File: src/rtl/zbuf_pkg.sv
// Shared types for the Z-buffered pixel writer: FSM states, queued pixel entry, far-plane depth.
package zbuf_pkg;

   localparam int Z_W     = 16;
   localparam int COLOR_W = 16;
   localparam int ADDR_W  = 19;

   localparam logic [Z_W-1:0] Z_FAR = '1;

   typedef enum logic [1:0] {
      IDLE,
      COMPARE,
      CLEAR
   } state_t;

   typedef struct packed {
      logic [ADDR_W-1:0]  addr;
      logic [Z_W-1:0]     z;
      logic [COLOR_W-1:0] color;
   } pixel_entry_t;

endpackage

File: src/rtl/pixel_fifo.sv
// Small synchronous FIFO of pixel entries; push and pop in the same cycle are legal, even when full.
module pixel_fifo
   import zbuf_pkg::*;
#(
   parameter int DEPTH = 4
) (
   input  logic         clk,
   input  logic         reset,
   input  logic         push,
   input  pixel_entry_t push_data,
   input  logic         pop,
   output pixel_entry_t head,
   output logic         full,
   output logic         empty
);

   localparam int PW = $clog2(DEPTH);

   pixel_entry_t  mem_q [DEPTH];
   pixel_entry_t  mem_d [DEPTH];
   logic [PW-1:0] wr_ptr_q, wr_ptr_d;
   logic [PW-1:0] rd_ptr_q, rd_ptr_d;
   logic [PW:0]   count_q, count_d;

   always_comb begin
      mem_d    = mem_q;
      wr_ptr_d = wr_ptr_q;
      rd_ptr_d = rd_ptr_q;
      count_d  = count_q;
      if (push) begin
         mem_d[wr_ptr_q] = push_data;
         wr_ptr_d        = wr_ptr_q + 1'b1;
      end
      if (pop) begin
         rd_ptr_d = rd_ptr_q + 1'b1;
      end
      if (push && !pop) begin
         count_d = count_q + 1'b1;
      end else if (pop && !push) begin
         count_d = count_q - 1'b1;
      end
   end

   always_ff @(posedge clk) begin
      if (reset) begin
         wr_ptr_q <= '0;
         rd_ptr_q <= '0;
         count_q  <= '0;
      end else begin
         wr_ptr_q <= wr_ptr_d;
         rd_ptr_q <= rd_ptr_d;
         count_q  <= count_d;
      end
   end

   // Storage carries no reset; validity is tracked by the pointers and count.
   always_ff @(posedge clk) begin
      mem_q <= mem_d;
   end

   assign head  = mem_q[rd_ptr_q];
   assign full  = (count_q == (PW+1)'(DEPTH));
   assign empty = (count_q == '0);

endmodule

File: src/rtl/zbuf_pixel_writer.sv
// Queues plotted pixels, performs a read-compare-write depth test against the Z-buffer, writes
// colour on pass, and sequences a full depth-buffer clear to Z_FAR on request.
module zbuf_pixel_writer
   import zbuf_pkg::*;
#(
   parameter int SCREEN_W   = 640,
   parameter int SCREEN_H   = 480,
   parameter int FIFO_DEPTH = 4
) (
   input  logic               clk,
   input  logic               reset,
   input  logic               plot,
   input  logic [10:0]        x,
   input  logic [10:0]        y,
   input  logic [Z_W-1:0]     z_in,
   input  logic [COLOR_W-1:0] color,
   input  logic               clear_start,
   output logic [ADDR_W-1:0]  zb_addr,
   output logic               zb_rd,
   input  logic [Z_W-1:0]     zb_rdata,
   output logic               zb_we,
   output logic [Z_W-1:0]     zb_wdata,
   output logic [ADDR_W-1:0]  fb_addr,
   output logic               fb_we,
   output logic [COLOR_W-1:0] fb_wdata,
   output logic               busy,
   output logic               overflow,
   output logic               clear_done
);

   localparam int                NUM_PIXELS  = SCREEN_W * SCREEN_H;
   localparam logic [10:0]       X_LIMIT     = 11'(SCREEN_W);
   localparam logic [10:0]       Y_LIMIT     = 11'(SCREEN_H);
   localparam logic [ADDR_W-1:0] LINE_STRIDE = ADDR_W'(SCREEN_W);
   localparam logic [ADDR_W-1:0] LAST_ADDR   = ADDR_W'(NUM_PIXELS - 1);

   state_t            state_q, state_d;
   logic [ADDR_W-1:0] clr_cnt_q, clr_cnt_d;
   logic              pend_q, pend_d;
   logic              ovf_q, ovf_d;
   logic              done_q, done_d;
   pixel_entry_t      lat_q, lat_d;

   logic         in_bounds;
   logic         push;
   logic         pop;
   logic         drop;
   logic         fifo_full;
   logic         fifo_empty;
   pixel_entry_t new_entry;
   pixel_entry_t head;

   // The address is formed at enqueue time so the queue holds addresses, not coordinates.
   assign in_bounds = (x < X_LIMIT) && (y < Y_LIMIT);
   assign new_entry = '{addr:  ADDR_W'(y) * LINE_STRIDE + ADDR_W'(x),
                        z:     z_in,
                        color: color};
   assign push      = plot && in_bounds && (!fifo_full || pop);
   assign drop      = plot && in_bounds && fifo_full && !pop;

   pixel_fifo #(
      .DEPTH(FIFO_DEPTH)
   ) u_fifo (
      .clk      (clk),
      .reset    (reset),
      .push     (push),
      .push_data(new_entry),
      .pop      (pop),
      .head     (head),
      .full     (fifo_full),
      .empty    (fifo_empty)
   );

   always_comb begin
      state_d   = state_q;
      clr_cnt_d = clr_cnt_q;
      pend_d    = pend_q;
      ovf_d     = ovf_q;
      done_d    = 1'b0;
      lat_d     = lat_q;
      pop       = 1'b0;
      zb_addr   = '0;
      zb_rd     = 1'b0;
      zb_we     = 1'b0;
      zb_wdata  = '0;
      fb_addr   = '0;
      fb_we     = 1'b0;
      fb_wdata  = '0;

      if (clear_start && (state_q != CLEAR)) begin
         pend_d = 1'b1;
      end

      unique case (state_q)
         IDLE: begin
            if (pend_q) begin
               state_d   = CLEAR;
               clr_cnt_d = '0;
               pend_d    = 1'b0;
               ovf_d     = 1'b0;
            end else if (!fifo_empty) begin
               pop     = 1'b1;
               zb_rd   = 1'b1;
               zb_addr = head.addr;
               lat_d   = head;
               state_d = COMPARE;
            end
         end
         COMPARE: begin
            // Strictly closer wins; equal depth keeps the existing pixel.
            if (lat_q.z < zb_rdata) begin
               zb_we    = 1'b1;
               fb_we    = 1'b1;
               zb_addr  = lat_q.addr;
               fb_addr  = lat_q.addr;
               zb_wdata = lat_q.z;
               fb_wdata = lat_q.color;
            end
            state_d = IDLE;
         end
         CLEAR: begin
            zb_we    = 1'b1;
            zb_wdata = Z_FAR;
            zb_addr  = clr_cnt_q;
            if (clr_cnt_q == LAST_ADDR) begin
               state_d = IDLE;
               done_d  = 1'b1;
            end else begin
               clr_cnt_d = clr_cnt_q + 1'b1;
            end
         end
         default: state_d = IDLE;
      endcase

      if (drop) begin
         ovf_d = 1'b1;
      end
   end

   always_ff @(posedge clk) begin
      if (reset) begin
         state_q   <= IDLE;
         clr_cnt_q <= '0;
         pend_q    <= 1'b0;
         ovf_q     <= 1'b0;
         done_q    <= 1'b0;
         lat_q     <= '0;
      end else begin
         state_q   <= state_d;
         clr_cnt_q <= clr_cnt_d;
         pend_q    <= pend_d;
         ovf_q     <= ovf_d;
         done_q    <= done_d;
         lat_q     <= lat_d;
      end
   end

   assign busy       = (state_q != IDLE) || !fifo_empty || pend_q;
   assign overflow   = ovf_q;
   assign clear_done = done_q;

endmodule
File: config.mk
export PLATFORM = sky130hd
export DESIGN_NAME = zbuf_pixel_writer
export DESIGN_NICKNAME = d
export VERILOG_FILES = /design/src/rtl/zbuf_pkg.sv /design/src/rtl/pixel_fifo.sv /design/src/rtl/zbuf_pixel_writer.sv
export SDC_FILE = /design/constraint.sdc
export NUM_CORES = 1
export LEC_CHECK = 0
export ABC_AREA = 0
export BUFFER_PORTS_ARGS = -buffer_cell sky130_fd_sc_hd__buf_2
export CAP_MARGIN = 0
export CORE_AREA = 2 2 197 276
export CTS_CLUSTER_SIZE = 12
export DETAILED_ROUTE_END_ITERATION = 10
export DIE_AREA = 0 0 199 278
export RECOVER_POWER = 25
export REMOVE_ABC_BUFFERS = 1
export SYNTH_ARGS = -nofsm -noshare
export SYNTH_HDL_FRONTEND = slang
export SYNTH_SLANG_ARGS = --single-unit
File: constraint.sdc
create_clock -name clk -period 9.1 [get_ports clk]
set_clock_uncertainty 0.1 [all_clocks]
set_input_delay 0.455 -clock clk [delete_from_list [all_inputs] [get_ports clk]]
set_output_delay 0.455 -clock clk [all_outputs]
set_load 0.005 [all_outputs]
# == Word-level counts from Yosys, hierarchy flattened ==
# Index checks and enable logic that the tools add are counted.
# word_totals
regBits,286
latch_bits,0
ram_bits,0
romBits,0
input_bits,74
mem_count,0
# op_classes
add_sub_neg,6
n_mul,1
n_div,0
n_lt_le_gt_ge,6
n_eq_ne,9
n_shift,0
muxes,37
bitwise,5
reduce_logical,28
# ops
operator,count
bitwise mux 204 bit,1
two-way mux 51 bit,3
two-way mux 19 bit,6
binary-select mux 51 bit (select 2 bit),1
demux 51 bit (select 2 bit),1
one-hot mux 19 bit (3 select lines),1
two-way mux 16 bit,3
one-hot mux 19 bit (2 select lines),1
one-hot mux 16 bit (2 select lines),1
"adder 19 x 1 -> 19 bit, second input constant",1
adder 19 x 11 -> 19 bit,1
"equality test 19 bit, second input constant",1
less-than comparator 16 bit,1
"multiplier 11 x 3 -> 12 bit, second input constant",1
two-way mux 1 bit,12
"less-than comparator 11 x 10 -> 1 bit, second input constant",1
"less-than comparator 11 x 9 -> 1 bit, second input constant",1
nonzero test 2 bit,5
logical AND 1 bit,9
"inequality test 2 bit, second input constant",4
">= comparator 3 bit, second input constant",2
two-way mux 2 bit,3
two-way mux 3 bit,2
NOT 2 -> 3 bit,2
18 further kinds,28

# == Depth between registers and ports, before layout ==
# depth
ltp_word,10
depth_mapped,12
depth_no_buf,10

# == Hierarchy ==
# A second synthesis with hierarchy kept.
# unflattened
hier_cells,1020
area_unflattened_um2,13105.1
# by_module_without_submodules
module,instances,cells_per_inst,area_each_um2
pixel_fifo,1,307,7807.5
zbuf_pixel_writer,1,713,5297.6

# == Worst setup path after synthesis ==
# OpenSTA, ideal clock, no wires.
# synth_timing
path_type,input port to flip-flop
from,input x[10]
to,"register u_fifo.mem_q[0] in the netlist's numbering, enable pin"
setup_time_ns,0.414
arrival_ns,2.529
slack_ns,6.057
cell_stages,4
cell_sequence,nor4b_1 nand3_1 a31oi_1 and2_1
# synth_between
elab_chain_len,4
# synth_rtl
element,line_no,source
from (decl),zbuf_pixel_writer.sv:13,"input logic [10:0] x,"
less-than comparator 11 x 10 -> 1 bit,zbuf_pixel_writer.sv:54,assign in_bounds = (x < X_LIMIT) && (y < Y_LIMIT);
logical AND 1 bit,zbuf_pixel_writer.sv:54,
logical AND 1 bit (2 in a row),zbuf_pixel_writer.sv:58,assign push = plot && in_bounds && (!fifo_full || pop);
named net push,zbuf_pixel_writer.sv:45,logic push;
to (signal assigned),pixel_fifo.sv:58,mem_q <= mem_d;
to (decl),pixel_fifo.sv:19,pixel_entry_t mem_q [DEPTH];
# The timed path passes the listed nets, and every way through them passes these cells.
# A chain may end at the register's enable or synchronous reset.

# == Worst setup path in the final report ==
# layout_timing
from,register state_q[1]
to,output zb_addr[7]
# layout_between
elab_chain_len,2
elab_cells_between_ends,4
cone_classes,2 x eq/ne; 1 x mux; 1 x reduce/logical
# layout_rtl
element,line_no,source
from (decl),zbuf_pixel_writer.sv:37,"state_t state_q, state_d;"
from (signal assigned),zbuf_pixel_writer.sv:149,state_q <= state_d;
equality test 2 bit (tied with other cells),zbuf_pixel_writer.sv:94,unique case (state_q)
one-hot mux 19 bit (3 select lines) (*),zbuf_pixel_writer.sv:94,
to (decl),zbuf_pixel_writer.sv:18,"output logic [ADDR_W-1:0] zb_addr,"
# Mark *: on every way between the ends. The rest lies on a longest branch, timed or not.

==> results.toml <==
[timing]
finalHoldViolations = 0
hold_slack_ns = 0.0583
drv_slew = 0
post-route-period-util = 0.448
fmax_mhz = 245
setup_tns_ns = 0
tightest_slew_ns = 0.939
rsz0062_at_grt = "no"
setup-violations-final = 0
relSlewSlack = 0.374
period_needed_ns = 4.08

[synthesis]
synth_edf_count = 204
seq_area_frac_synth = 0.595
synth_top_family_by_area = "simple AND/OR/NAND/NOR gates"
yosys.area_share.xor_xnor = 0.0241
syn_area_mm2 = 0.0131
yosysWarnings = 0
ys_async_sr_fraction = 0
ys_ff_latch = 286
synth_area_per_cell_um2 = 12.4
synth.most_common_cell = "edfxtp_1"
netlist.area_leader.share = 0.469
synth_compound_area_frac = 0.0842
synth_cell_types = 53
ys_dominant_reg_cell = "edfxtp_1"
synth_mux_area_frac = 0.0895
synthCells = 1052
synth-simple-area-share = 0.131
netlist_top_cells_area = "edfxtp_1 (47%), dfxtp_1 (13%), mux4_2 (8.8%)"
synth_area_leader_cell = "edfxtp_1"
yosys-top-cells-count = "edfxtp_1 (204), nand2_1 (155), a21oi_1 (87), dfxtp_1 (82), mux4_2 (51)"
synthAdderAreaFrac = 0.0487

[critical_path]
crit_fanout = 28
r2r-end = "u_fifo.count_q[2]"
crit_type = "reg -> out"
r2r_slack_ns = 5.86
rr_startpoint = "state_q[0]"
setup.worst_path.start_class = "register"
reg2regPathDepth = 11
critPathLaunch = "state_q[1]"
required_ns = 8.55
end_kind = "primary output"
cp.arrival_ns = 3.52

[placement]
place.gp.congestion = 0.798
io_buffers = 149
post-dp-hpwl_mm = 23.4

[job]
drv_cap = 0

[clock_tree]
post_cts_buffers = 0
cts-buffers-inserted = 28
clk_latency_ns = 0.55
cts_root_buf = "clkbuf_16"
clock-sinks = 286
cts_resized = 0
htreeDepth = 1
cts_tree = "yes"
clkTransAtPathRegs_ns = 0.06
holdBufCountCts = 0
cts_buffer_depth = 3

[grt]
antenna_found_initial = 2
grt_overflow = 0
gr-usage-all-layers = 0.127
grt_pass1_wl_mm = 53.4
grt_pass1_vias = 9056
grt_max_degree = 72

[floorplanning]
die_w_um = 199
die_area_mm2 = 0.0553
fp.dieH_um = 278
core_mm2 = 0.0529
core.rowCount = 100
io_pins = 150
start_util = 0.247

[routing]
drtIter0Drc = 502
ant_nets = 0
drc = 0
totalWireLength_mm = 35.0
vias_per_cell = 4.55
via_count = 8765
wl_per_cell_um = 18.2
drt_first_pass_iters = 5

[layout]
syn2layout_area_growth_pct = 18.0
n_fill_cell = 5413
nets = 1310
final_layout_size_suffix_gt1_frac = 0.190
fin_util = 0.291

[hold_path]
holdPathEnd = "u_fifo.mem_q[59]"
hold_path.class = "in -> reg"
hp-start = "color[8]"
min_path_cells = 1

[outcome]
outcome = "complete, no violations"

[power]
p_leak_nw = 5.51
power-per-cell-area_mw_per_mm2 = 254
peakVddDrop_uv = 154
cell families (layout without fill, tap and decap cells):
logic type / count (synthesis) / count (layout)
AO/OA/AOI/OAI: 179 / 179
buffers and inverters: 94 / 251
XOR/XNOR: 36 / 36
adder cells (fa/ha/maj): 49 / 49
other: 0 / 2
multiplexers: 53 / 53
AND/OR/NAND/NOR: 355 / 355
flip-flops: 286 / 286
where the power goes:
part / switching (mW) / internal [mW]
combinational: 0.759 / 0.454
sequential: 0.127 / 1.52
clock: 0.470 / 0.595
flip-flops by register name, summed over array words and instances, names as in the netlist:
register and flops:
overflow 1, clr_cnt_q 19, clear_done 1, u_fifo.count_q 3, state_q 2, u_fifo.mem_q 204, pend_q 1, u_fifo.rd_ptr_q 2
lat_q 51, u_fifo.wr_ptr_q 2
layout make-up:
type / count / area, µm² / share of cell area
clock buffer: 50 / 805 / 0.0522
timing repair buffer: 166 / 828 / 0.0537
sequential: 286 / 7770 / 0.504
inverter: 33 / 124 / 0.00804
multi-input combinational: 672 / 4970 / 0.322
tap: 714 / 893 / 0.0580
antenna: 2 / 5.00 / 0.000325
clock inverter: 2 / 16.3 / 0.00106
per-stage QoR:
step           worst slack (ns)  instance area [µm²]  total power [mW]  instances
2_1_floorplan              4.10                12800              2.37        991
3_3_place_gp               5.56                14600              2.88       1871
3_5_place_dp               5.54                14600              2.91       1871
4_1_cts                    5.03                15500              3.98       1923
5_1_grt                    4.80                15400              4.15       1925
6_report                   5.02                15400              3.92       1925
placed cells by master (no fill, tap or decap), drive strengths merged, types with 2 or more instances in the layout:
cell	count
a21o	9
nand3	46
nor4	4
edfxtp	204
nand2b	4
and4	3
ha	46
clkbuf	86
o21ai	8
o21ba	2
mux2i	2
inv	34
nand4	11
fa	3
xor2	16
a211oi	4
o21bai	3
nor2b	36
a31oi	37
nand3b	2
mux4	51
nand2	155
xnor2	20
nor3	3
dfxtp	82
diode	2
buf	130
or3	4
o21a	3
nor2	39
o2111ai	3
a21boi	18
and2	7
and3	36
a21oi	87
worst max-delay path by stage:
| stage | endpoint | slack (ns) | cells past startpoint |
|---|---|---|---|
| 5_1_grt | zb_addr[7] | 4.80 | 11 |
| 2_1_floorplan | zb_we | 4.10 | 6 |
| 3_3_place_gp | zb_we | 5.56 | 12 |
| 6_report | zb_addr[7] | 5.02 | 11 |
| 3_5_place_dp | zb_we | 5.54 | 11 |
| 4_1_cts | zb_addr[7] | 5.03 | 11 |
critical path: stages (launching register included):
cell	delay (ns)
dfxtp_1	0.33
inv_1	0.11
ha_1	0.28
nand2b_1	0.18
nand2b_2	0.23
inv_2	0.50
buf_4	0.45
nand2_1	0.16
nand2_1	0.09
a31oi_1	0.04
a21oi_1	0.37
buf_2	0.19
layer usage:
metal	part of all wire	track usage
met2	0.54	0.238
met1	0.40	0.146
met4	0.032	0.0501
met3	0.031	0.0115
met5	0	0
No activity file was read; power rests on OpenSTA's default activity.
